<file path="config.mk">
export PLATFORM = sky130hd
export DESIGN_NAME = axil_reg_bank_flat
export DESIGN_NICKNAME = d
export VERILOG_FILES = /design/src/rtl/axil_reg_bank_pkg.sv /design/src/rtl/axil_reg_bank_if.sv /design/src/rtl/axil_reg_bank_irq.sv /design/src/rtl/axil_reg_bank.sv /design/src/flat_wrapper.sv
export SDC_FILE = /design/constraint.sdc
export NUM_CORES = 1
export LEC_CHECK = 0
export BUFFER_PORTS_ARGS = -buffer_cell sky130_fd_sc_hd__clkbuf_2
export CAP_MARGIN = 20
export CORE_AREA = 4 4 359 361
export DETAILED_ROUTE_END_ITERATION = 6
export DIE_AREA = 0 0 363 365
export GPL_TIMING_DRIVEN = 0
export HOLD_SLACK_MARGIN = 0.15
export SLEW_MARGIN = 15
export SYNTH_ARGS = -nofsm -noshare
export SYNTH_HDL_FRONTEND = slang
export SYNTH_HIERARCHICAL = 1
export SYNTH_SLANG_ARGS = --single-unit
</file>
<file path="constraint.sdc">
create_clock -name clk -period 4.7 [get_ports clk]
set_clock_uncertainty 0.2 [all_clocks]
set_input_delay 0.94 -clock clk [delete_from_list [all_inputs] [get_ports clk]]
set_output_delay 0.94 -clock clk [all_outputs]
set_load 0.02 [all_outputs]
</file>
<file path="src/rtl/axil_reg_bank_pkg.sv">
// Shared constants and address helpers for the AXI-lite control/status register bank.
package axil_reg_bank_pkg;

  localparam int unsigned IDX_CTRL     = 0;
  localparam int unsigned IDX_IRQ_STAT = 1;
  localparam int unsigned IDX_IRQ_MASK = 2;
  localparam int unsigned IDX_CFG_BASE = 3;

  localparam int unsigned CTRL_START = 0;
  localparam int unsigned CTRL_BUSY  = 1;

  // Callers zero-extend narrower addresses, so the full upper range takes part in the compare.
  localparam int unsigned IDX_W = 64;

  function automatic logic [IDX_W-1:0] idx_of(input logic [IDX_W-1:0] addr);
    return addr >> 2;
  endfunction

endpackage

</file>
<file path="src/rtl/axil_reg_bank_if.sv">
// Register-interface strobes between the AXI-lite adapters (master) and the register bank (slave).
interface axil_reg_bank_if #(
  parameter int unsigned DATA_WIDTH = 32,
  parameter int unsigned ADDR_WIDTH = 40,
  parameter int unsigned STRB_WIDTH = DATA_WIDTH / 8
);

  logic [ADDR_WIDTH-1:0] reg_rd_addr;
  logic                  reg_rd_en;
  logic [DATA_WIDTH-1:0] reg_rd_data;
  logic                  reg_rd_wait;
  logic                  reg_rd_ack;

  logic [ADDR_WIDTH-1:0] reg_wr_addr;
  logic [DATA_WIDTH-1:0] reg_wr_data;
  logic [STRB_WIDTH-1:0] reg_wr_strb;
  logic                  reg_wr_en;
  logic                  reg_wr_wait;
  logic                  reg_wr_ack;

  modport master (
    output reg_rd_addr, reg_rd_en, reg_wr_addr, reg_wr_data, reg_wr_strb, reg_wr_en,
    input  reg_rd_data, reg_rd_wait, reg_rd_ack, reg_wr_wait, reg_wr_ack
  );

  modport slave (
    input  reg_rd_addr, reg_rd_en, reg_wr_addr, reg_wr_data, reg_wr_strb, reg_wr_en,
    output reg_rd_data, reg_rd_wait, reg_rd_ack, reg_wr_wait, reg_wr_ack
  );

endinterface

</file>
<file path="src/rtl/axil_reg_bank_irq.sv">
// Sticky interrupt status with read/W1C clears and a registered masked interrupt output.
module axil_reg_bank_irq #(
  parameter int unsigned N_IRQ = 8
) (
  input  logic             clk,
  input  logic             rst,
  input  logic [N_IRQ-1:0] irq_set_i,
  input  logic [N_IRQ-1:0] rd_clr_i,
  input  logic [N_IRQ-1:0] wr_clr_i,
  input  logic [N_IRQ-1:0] irq_mask_i,
  output logic [N_IRQ-1:0] irq_stat_o,
  output logic             irq_o
);

  logic [N_IRQ-1:0] irq_stat_q, irq_stat_d;
  logic             irq_q;

  // A new event on the same edge as a clear must not be lost, so set is OR-ed in last.
  always_comb begin
    irq_stat_d = (irq_stat_q & ~rd_clr_i & ~wr_clr_i) | irq_set_i;
  end

  always_ff @(posedge clk) begin
    if (rst) begin
      irq_stat_q <= '0;
      irq_q      <= 1'b0;
    end else begin
      irq_stat_q <= irq_stat_d;
      irq_q      <= |(irq_stat_q & irq_mask_i);
    end
  end

  assign irq_stat_o = irq_stat_q;
  assign irq_o      = irq_q;

endmodule

</file>
<file path="src/rtl/axil_reg_bank.sv">
// Control/status register file behind the AXI-lite register adapters: config words, status
// words, start pulse and maskable sticky interrupt.
module axil_reg_bank
  import axil_reg_bank_pkg::*;
#(
  parameter int unsigned DATA_WIDTH = 32,
  parameter int unsigned ADDR_WIDTH = 40,
  parameter int unsigned STRB_WIDTH = DATA_WIDTH / 8,
  parameter int unsigned N_CFG      = 16,
  parameter int unsigned N_STAT     = 8,
  parameter int unsigned N_IRQ      = 8
) (
  input  logic                         clk,
  input  logic                         rst,
  axil_reg_bank_if.slave               bus,
  output logic [N_CFG*DATA_WIDTH-1:0]  cfg_o,
  input  logic [N_STAT*DATA_WIDTH-1:0] stat_i,
  input  logic                         busy_i,
  input  logic [N_IRQ-1:0]             irq_set_i,
  output logic                         start_o,
  output logic                         irq_o
);

  localparam int unsigned IDX_STAT_BASE = IDX_CFG_BASE + N_CFG;

  logic [DATA_WIDTH-1:0] cfg_q [N_CFG];
  logic [N_IRQ-1:0]      irq_mask_q;
  logic [N_IRQ-1:0]      irq_stat;

  logic                  rd_ack_q, wr_ack_q;
  logic [DATA_WIDTH-1:0] rd_data_q, rd_data_d;
  logic                  start_q, start_d;

  logic                  rd_fire, wr_fire;
  logic [IDX_W-1:0]      rd_idx, wr_idx;
  logic [N_IRQ-1:0]      rd_sel_clr, rd_clr, wr_clr;
  logic [DATA_WIDTH-1:0] byte_mask;

  // En stays high through the ack cycle, so the registered ack suppresses a second fire.
  assign rd_fire = bus.reg_rd_en && !rd_ack_q;
  assign wr_fire = bus.reg_wr_en && !wr_ack_q;

  assign rd_idx = idx_of(IDX_W'(bus.reg_rd_addr));
  assign wr_idx = idx_of(IDX_W'(bus.reg_wr_addr));

  always_comb begin
    byte_mask = '0;
    for (int b = 0; b < STRB_WIDTH; b++) begin
      byte_mask[b*8 +: 8] = {8{bus.reg_wr_strb[b]}};
    end
  end

  // Read decode; STAT is sampled here so the data reflects the acking edge.
  always_comb begin
    rd_data_d  = '0;
    rd_sel_clr = '0;
    if (rd_idx == IDX_W'(IDX_CTRL)) begin
      rd_data_d[CTRL_BUSY] = busy_i;
    end else if (rd_idx == IDX_W'(IDX_IRQ_STAT)) begin
      rd_data_d  = DATA_WIDTH'(irq_stat);
      rd_sel_clr = irq_stat;
    end else if (rd_idx == IDX_W'(IDX_IRQ_MASK)) begin
      rd_data_d = DATA_WIDTH'(irq_mask_q);
    end
    for (int k = 0; k < N_CFG; k++) begin
      if (rd_idx == IDX_W'(IDX_CFG_BASE) + IDX_W'(k)) rd_data_d = cfg_q[k];
    end
    for (int k = 0; k < N_STAT; k++) begin
      if (rd_idx == IDX_W'(IDX_STAT_BASE) + IDX_W'(k)) rd_data_d = stat_i[k*DATA_WIDTH +: DATA_WIDTH];
    end
  end

  assign rd_clr = rd_fire ? rd_sel_clr : '0;

  always_comb begin
    wr_clr  = '0;
    start_d = 1'b0;
    if (wr_fire) begin
      if (wr_idx == IDX_W'(IDX_CTRL)) begin
        start_d = bus.reg_wr_data[CTRL_START] && bus.reg_wr_strb[CTRL_START/8];
      end
      if (wr_idx == IDX_W'(IDX_IRQ_STAT)) begin
        wr_clr = N_IRQ'(bus.reg_wr_data & byte_mask);
      end
    end
  end

  always_ff @(posedge clk) begin
    if (rst) begin
      rd_ack_q   <= 1'b0;
      wr_ack_q   <= 1'b0;
      rd_data_q  <= '0;
      start_q    <= 1'b0;
      irq_mask_q <= '0;
      for (int k = 0; k < N_CFG; k++) cfg_q[k] <= '0;
    end else begin
      rd_ack_q <= rd_fire;
      wr_ack_q <= wr_fire;
      start_q  <= start_d;
      if (rd_fire) rd_data_q <= rd_data_d;
      if (wr_fire && wr_idx == IDX_W'(IDX_IRQ_MASK)) begin
        irq_mask_q <= N_IRQ'((DATA_WIDTH'(irq_mask_q) & ~byte_mask) |
                             (bus.reg_wr_data & byte_mask));
      end
      for (int k = 0; k < N_CFG; k++) begin
        if (wr_fire && wr_idx == IDX_W'(IDX_CFG_BASE) + IDX_W'(k)) begin
          cfg_q[k] <= (cfg_q[k] & ~byte_mask) | (bus.reg_wr_data & byte_mask);
        end
      end
    end
  end

  for (genvar g = 0; g < N_CFG; g++) begin : g_cfg_pack
    assign cfg_o[g*DATA_WIDTH +: DATA_WIDTH] = cfg_q[g];
  end

  axil_reg_bank_irq #(
    .N_IRQ (N_IRQ)
  ) u_irq (
    .clk        (clk),
    .rst        (rst),
    .irq_set_i  (irq_set_i),
    .rd_clr_i   (rd_clr),
    .wr_clr_i   (wr_clr),
    .irq_mask_i (irq_mask_q),
    .irq_stat_o (irq_stat),
    .irq_o      (irq_o)
  );

  assign bus.reg_rd_data = rd_data_q;
  assign bus.reg_rd_ack  = rd_ack_q;
  assign bus.reg_rd_wait = 1'b0;
  assign bus.reg_wr_ack  = wr_ack_q;
  assign bus.reg_wr_wait = 1'b0;
  assign start_o         = start_q;

endmodule
</file>
<file path="src/flat_wrapper.sv">
// flat-port wrapper written by rule: the top's interface ports become plain ports
module axil_reg_bank_flat import axil_reg_bank_pkg::*;
#(
  parameter int unsigned DATA_WIDTH = 32,
  parameter int unsigned ADDR_WIDTH = 40,
  parameter int unsigned STRB_WIDTH = DATA_WIDTH / 8,
  parameter int unsigned N_CFG      = 16,
  parameter int unsigned N_STAT     = 8,
  parameter int unsigned N_IRQ      = 8
)
  (clk, rst, cfg_o, stat_i, busy_i, irq_set_i, start_o, irq_o, bus_reg_rd_addr, bus_reg_rd_en, bus_reg_wr_addr, bus_reg_wr_data, bus_reg_wr_strb, bus_reg_wr_en, bus_reg_rd_data, bus_reg_rd_wait, bus_reg_rd_ack, bus_reg_wr_wait, bus_reg_wr_ack);
  axil_reg_bank_if #(.DATA_WIDTH(DATA_WIDTH), .ADDR_WIDTH(ADDR_WIDTH), .STRB_WIDTH(STRB_WIDTH)) bus_i ();
  input  logic clk;
  input  logic rst;
  output logic [N_CFG*DATA_WIDTH-1:0] cfg_o;
  input  logic [N_STAT*DATA_WIDTH-1:0] stat_i;
  input  logic busy_i;
  input  logic [N_IRQ-1:0] irq_set_i;
  output logic start_o;
  output logic irq_o;
  input wire logic [$bits(bus_i.reg_rd_addr)-1:0] bus_reg_rd_addr;
  input wire logic [$bits(bus_i.reg_rd_en)-1:0] bus_reg_rd_en;
  input wire logic [$bits(bus_i.reg_wr_addr)-1:0] bus_reg_wr_addr;
  input wire logic [$bits(bus_i.reg_wr_data)-1:0] bus_reg_wr_data;
  input wire logic [$bits(bus_i.reg_wr_strb)-1:0] bus_reg_wr_strb;
  input wire logic [$bits(bus_i.reg_wr_en)-1:0] bus_reg_wr_en;
  output wire logic [$bits(bus_i.reg_rd_data)-1:0] bus_reg_rd_data;
  output wire logic [$bits(bus_i.reg_rd_wait)-1:0] bus_reg_rd_wait;
  output wire logic [$bits(bus_i.reg_rd_ack)-1:0] bus_reg_rd_ack;
  output wire logic [$bits(bus_i.reg_wr_wait)-1:0] bus_reg_wr_wait;
  output wire logic [$bits(bus_i.reg_wr_ack)-1:0] bus_reg_wr_ack;
  assign bus_i.reg_rd_addr = bus_reg_rd_addr;
  assign bus_i.reg_rd_en = bus_reg_rd_en;
  assign bus_i.reg_wr_addr = bus_reg_wr_addr;
  assign bus_i.reg_wr_data = bus_reg_wr_data;
  assign bus_i.reg_wr_strb = bus_reg_wr_strb;
  assign bus_i.reg_wr_en = bus_reg_wr_en;
  assign bus_reg_rd_data = bus_i.reg_rd_data;
  assign bus_reg_rd_wait = bus_i.reg_rd_wait;
  assign bus_reg_rd_ack = bus_i.reg_rd_ack;
  assign bus_reg_wr_wait = bus_i.reg_wr_wait;
  assign bus_reg_wr_ack = bus_i.reg_wr_ack;
  axil_reg_bank #(.DATA_WIDTH(DATA_WIDTH), .ADDR_WIDTH(ADDR_WIDTH), .STRB_WIDTH(STRB_WIDTH), .N_CFG(N_CFG), .N_STAT(N_STAT), .N_IRQ(N_IRQ)) u_core (.clk(clk), .rst(rst), .bus(bus_i), .cfg_o(cfg_o), .stat_i(stat_i), .busy_i(busy_i), .irq_set_i(irq_set_i), .start_o(start_o), .irq_o(irq_o));
endmodule
</file>
After elaboration in Yosys (flattened, before gate mapping)
Memory sizes are Yosys's and may differ from the RTL's.
Cells that the tools add are included.
{"block": "classes", "eq_ne": 44, "muxes": 100, "bitwise_logic": 60, "n_reduce_logical": 26}
{"op": "$mux 32", "n": 40}
{"op": "$eq 38x4->1 const B", "n": 16}
{"op": "$and 32x32->32", "n": 17}
{"op": "$eq 38x5->1 const B", "n": 14}
{"op": "$or 32x32->32", "n": 16}
{"op": "$eq 38x3->1 const B", "n": 8}
{"op": "$eq 38x2->1 const B", "n": 4}
{"op": "$logic_not 64->1", "n": 2}
{"op": "$eq 38x1->1 const B", "n": 2}
{"op": "$mux 8", "n": 7}
{"op": "$mux 1", "n": 52}
{"op": "$and 8x8->8", "n": 4}
{"op": "$not 32->32", "n": 1}
{"op": "$logic_and 1x1->1", "n": 20}
{"op": "$not 8->8", "n": 2}
{"op": "$or 1x1->1", "n": 16}
{"op": "$or 8x8->8", "n": 2}
{"op": "$reduce_or 8->1", "n": 1}
{"op": "$mux 6", "n": 1}
{"op": "$reduce_or 3->1", "n": 1}
{"op": "$logic_not 1->1", "n": 2}
{"op": "$not 1->1", "n": 2}
{"block": "word_totals", "word_cells": 238, "in_bits": 385, "mem_bits_rw": 512, "out_inout_bits": 550, "n_memories": 1, "reg_bits": 52}
{"name": "u_core.cfg_q", "depth": 16, "word_bits": 32, "rd": 16, "rd_clocked_by_memory_dff": 0, "wr": 16, "line_no": "axil_reg_bank.sv:26", "rtl": "logic [DATA_WIDTH-1:0] cfg_q [N_CFG];"}

Logic depth before layout (Yosys ltp)
{"block": "depth", "ltp_word": 28, "depth_mapped": 12, "ltp_nobuf": 8}

Modules after synthesis
The synthesis kept the hierarchy.
{"module": "axil_reg_bank", "n_inst": 1, "area_per_inst_um2": 30425.4, "cells_each": 2976}
{"module": "axil_reg_bank_irq", "n_inst": 1, "area_per_inst_um2": 362.8, "cells_each": 39}

Worst setup path before layout
No wires, ideal clock.
{"block": "synth_path", "kind": "input port to flip-flop", "from": "input bus_reg_wr_addr[16]", "to": "memory u_core.cfg_q[3][4] (netlist: u_core/cfg_q[0][100]), enable pin", "t_required_ps": 4072, "setup_slack_ps": 531, "path_buffers": 0, "arrival_ps": 3541, "stages": 6, "path_cell_list": "nor4_1 -> nand3_1 -> nor3_1 -> nand2_1 -> or2_2 -> o21bai_1"}
{"element": "from (decl)", "line_no": "flat_wrapper.sv:23", "rtl": "input wire logic [$bits(bus_i.reg_wr_addr)-1:0] bus_reg_wr_addr;"}
{"element": "to (decl)", "line_no": "axil_reg_bank.sv:26"}

Worst setup path after layout
{"block": "layout_path", "from": "input bus_reg_rd_addr[2]", "to": "register u_core.rd_data_q[15] (netlist: u_core/bus.reg_rd_data[15])"}
{"block": "layout_via", "elab_chain_len": 25, "word_cells_on_any_way": 48, "cone_classes": "eq/ne: 24; mux: 24"}
{"element": "from (decl)", "line_no": "flat_wrapper.sv:21", "rtl": "input wire logic [$bits(bus_i.reg_rd_addr)-1:0] bus_reg_rd_addr;"}
{"element": "$eq 38x2->1", "line_no": "axil_reg_bank.sv:66", "rtl": "if (rd_idx == IDX_W'(IDX_CFG_BASE) + IDX_W'(k)) rd_data_d = cfg_q[k];"}
{"element": "$mux 32 (16 in series)", "line_no": "axil_reg_bank.sv:66"}
{"element": "$mux 32 (7 in series)", "line_no": "axil_reg_bank.sv:69", "rtl": "if (rd_idx == IDX_W'(IDX_STAT_BASE) + IDX_W'(k)) rd_data_d = stat_i[k*DATA_WIDTH +: DATA_WIDTH];"}
{"element": "$mux 32 (*)", "line_no": "axil_reg_bank.sv:69"}
{"element": "to (signal assigned)", "line_no": "axil_reg_bank.sv:100", "rtl": "if (rd_fire) rd_data_q <= rd_data_d;"}
{"element": "to (decl)", "line_no": "axil_reg_bank.sv:31", "rtl": "logic [DATA_WIDTH-1:0] rd_data_q, rd_data_d;"}
Every way passes the cells marked *; elsewhere a longest branch is shown, timed or not.
A chain may end at the register's enable or synchronous reset.

==> summary.md <==
| Metric | Value |
|---|---|
| CP startpoint | bus_reg_rd_addr[2] |
| CP max FO | 10 |
| Mapped Area | 30,790 sq um |
| CP startpoint kind | primary input |
| Clock latency on the worst-skew pair | 650 ps |
| Top cells by area, synth | edfxtp_1, nand2b_1, a21oi_1 |
| # IOs | 935 |
| Sequential share of the synthesized area | 53.32% |
| Min Tclk post-route | 4775 ps |
| Netlist cell types | 80 |
| DRC | 1 |
| Hold WC Path Type | reg -> reg |
| Die height | 365 um |
| Design Area, Final | 40,600 sq um |
| Slew Limit Fails | 0 |
| Register bit total from synthesis | 564 |
| Async S/R FF share, synth | 0% |
| Hold Slack | 271.2 ps |
| Worst setup path class | in -> reg |
| CTS Root Cell | clkbuf_16 |
| Placed inst area | 38,040 sq um |
| Register area | 16,420 sq um |
| Most used cell, CP | clkbuf_1 |
| Gpl congestion | 1.003 |
| Yosys top cell by area | edfxtp_1 |
| Pleak | 15.29 nW |
| Clk sinks | 564 |
| Dpl hpwl | 191,000 um |
| Hold endpoint | u_core/bus.reg_wr_ack |
| Initial DRC Count | 5,894 |
| Fmax achieved | 209.4 MHz |
| EDFF count, synth | 512 |
| Synth Flop Type | edfxtp_1 |
| Core ar. | 125,400 sq um |
| Setup violators final | 9 |
| Post-route ant nets | 0 |
| Area Overhead vs Synth | 31.88% |
| Worst relative slew slack | 13.01% |
| Area taken by multi-input logic gates | 13,540 sq um |
| Failing checks | DRC, setup timing |
| Worst r2r src | u_core/bus.reg_rd_ack |
| Layout cells sized above 1 | 29.18% |
| Clock buffers created by TritonCTS | 69 |
| Max Cap Violations | 0 |
| CTS tree | done |
| DRT Wirelength | 236,900 um |
| CP Capture Type | flip-flop |
| Final hold vios | 0 |
| Vias | 34,306 |
| Vias in the first global route | 31,696 |
| Filler cell count | 13,168 |
| Worst R2R Path Depth | 7 |
| Power Density | 327.8 nW/um^2 |
| Slew @ Worst Pin | 1272 ps |
| Ys Warns | 6 |
| CTS Hold Bufs | 0 |
| Tcrit/Tclk final | 101.6% |
| Max VDD drop | 203.4 uV |
| Die Area | 132,500 sq um |
| CP max stage cell | nor3_2 |
| H-tree depth | 3 |
| Worst-path clk slew | 70 ps |
| Clock Path Buffers | 3 |
| Status | complete, but fails checks |
| CP delay by family, top | simple AND/OR/NAND/NOR gates |
| Placed cell count | 5,614 |
| First drt pass iteration count | 7 |
| Port bufs | 922 |
| Hold depth | 1 |
| Total Routing Usage GR | 33.84% |
| Avg Vias per Cell | 5.936 |
| Post-route insts no fill | 5,779 |
| Critical path arrival | 5100 ps |
| RSZ-0062 raised after global routing | no |
| Req. time, crit path | 5020 ps |
| Post-route setup slack | -75.25 ps |
| GR Overflow Total | 0 |
| Yosys top cell area share | 49.94% |
| First-pass GRT wire length | 301,800 um |
| Initial antenna violation count | 39 |
| Wire per inst | 41.00 um |
| Synth Area per Inst | 10.21 sq um |
| Largest net degree at the start of global routing | 33 |
| FF-to-FF setup slack | 1060 ps |
| Total power | 0.01331 W |
| Worst path buffer plus inverter count | 3 |
| Floorplan row count | 130 |
| Cells after Synth | 3,015 |
| Reg-to-Reg End | u_core/bus.reg_rd_data[21] |
| Hold Crit Start | u_core/bus.reg_wr_ack |
| Nets | 4,442 |
| Slowest cell delay on critical path | 790 ps |
| Die W | 363 um |
| Initial Util | 24.55% |
| CP Cell Sequence | clkbuf_2 > clkbuf_1 > and2_1 > nand3_1 > nor3_2 > a21oi_1 > nor2_1 > clkbuf_1 > a311oi_1 > o21a_1 |
cell usage after synthesis (all sizes together) (11+ instances only):
cell type,instances
a21oi,583
a31o,17
dfxtp,52
a311oi,17
nor2,133
or3b,12
nor4,38
and2,13
or4,12
a222oi,65
a22oi,52
a41oi,11
nor3,95
nand2,142
clkbuf,226
mux2i,11
a31oi,20
o22ai,37
edfxtp,512
o21ai,47
o221ai,29
nand2b,517
o21a,22
a22o,32
buf,33
a21o,13
nand4,23
or3,11
nand3,57
inv,14
a221oi,47
repair_timing:
action                                  in CTS  in global routing
gates cloned                                 0                  0
resized for setup                           24                 11
endpoints found under the hold margin        0                  0
buffers inserted                             9                 13
endpoints found under the setup margin      29                 16
pin swaps                                    4                  5
layout make-up:
cell class                      instances  area share [%]
Antenna cell                           23          0.1417
Buffer                                258           2.564
Clock buffer                           90           4.594
Clock inverter                         30          0.7919
Inverter                               15          0.1387
Multi-Input combinational cell       2178           33.34
Sequential cell                       564           40.43
Tap cell                             1650           5.084
Timing Repair Buffer                  971           12.91
worst register-to-register path: stages (launching register included):
cell      delay (ps)
dfxtp_1          330
nor2b_1          120
clkbuf_1         750
clkbuf_1         880
clkbuf_1         790
nand2_1          160
o21ai_0          220
a21oi_1           60
where the power goes:
| part | switching [W] | internal (W) | total, W |
|---|---|---|---|
| Clock | 0.00235 | 0.00308 | 0.00543 |
| Combinational | 0.00137 | 0.000512 | 0.00189 |
| Sequential | 0.000272 | 0.00572 | 0.00599 |
| Total | 0.00399 | 0.00931 | 0.0133 |
routing by layer:
layer  track usage (%)  vias up  routed length (um)
li1                  -    13680                   -
met1             39.30    16954               81710
met2             53.15     3087              105000
met3             14.98      573               35670
met4             16.91       12               14510
met5                 0        -                  71
cell usage in the layout (no fill, tap or decap), drive strengths merged, types with 57 or more instances in the layout:
master / netlist / layout
a21oi: 583 / 583
nand3: 57 / 57
buf: 33 / 81
nor2: 133 / 133
clkbuf: 226 / 1237
nand2: 142 / 142
nor3: 95 / 95
edfxtp: 512 / 512
nand2b: 517 / 517
a222oi: 65 / 65
metrics by stage:
step / worst slack, ps / utilization [%] / setup TNS (ps)
CTS: 0.7589 / 32.21 / 0
finish: -75.25 / 32.38 / -397.9
global placement: -2256 / 29.88 / -312520
global route: 23.44 / 32.36 / 0
floorplan: 531.4 / - / 0
detailed placement: -1412 / 30.33 / -35110
worst max path at each step:
| stage | slack [ps] | cells after the start | end |
|---|---|---|---|
| 4_1_cts | 0.8 | 10 | u_core/bus.reg_rd_data[13] |
| 5_1_grt | 20 | 10 | u_core/bus.reg_rd_data[13] |
| 3_5_place_dp | -1410 | 10 | u_core/bus.reg_rd_data[12] |
| 2_1_floorplan | 530 | 6 | u_core/cfg_q[0][100] |
| 3_3_place_gp | -2260 | 10 | u_core/bus.reg_rd_data[20] |
| 6_report | -80 | 10 | u_core/bus.reg_rd_data[15] |
flip-flops by register name, summed over array words and instances, names as in the netlist, named ones only:
register / flops
u_core/bus.reg_rd_data: 32
u_core/u_irq/irq_stat_o: 8
u_core/cfg_q: 512
u_core/bus.reg_rd_ack: 1
u_core/start_o: 1
u_core/u_irq/irq_o: 1
u_core/bus.reg_wr_ack: 1
cell families after synthesis:
family / count (synthesis) / share of synthesized area (%)
AO/OA/AOI/OAI: 1069 / 22.18
buffers and inverters: 274 / 3.519
flip-flops: 564 / 53.32
multiplexers: 21 / 0.8331
other: 1 / 0.01218
AND/OR/NAND/NOR: 1086 / 20.13
Power figures use the tool's default switching activity.
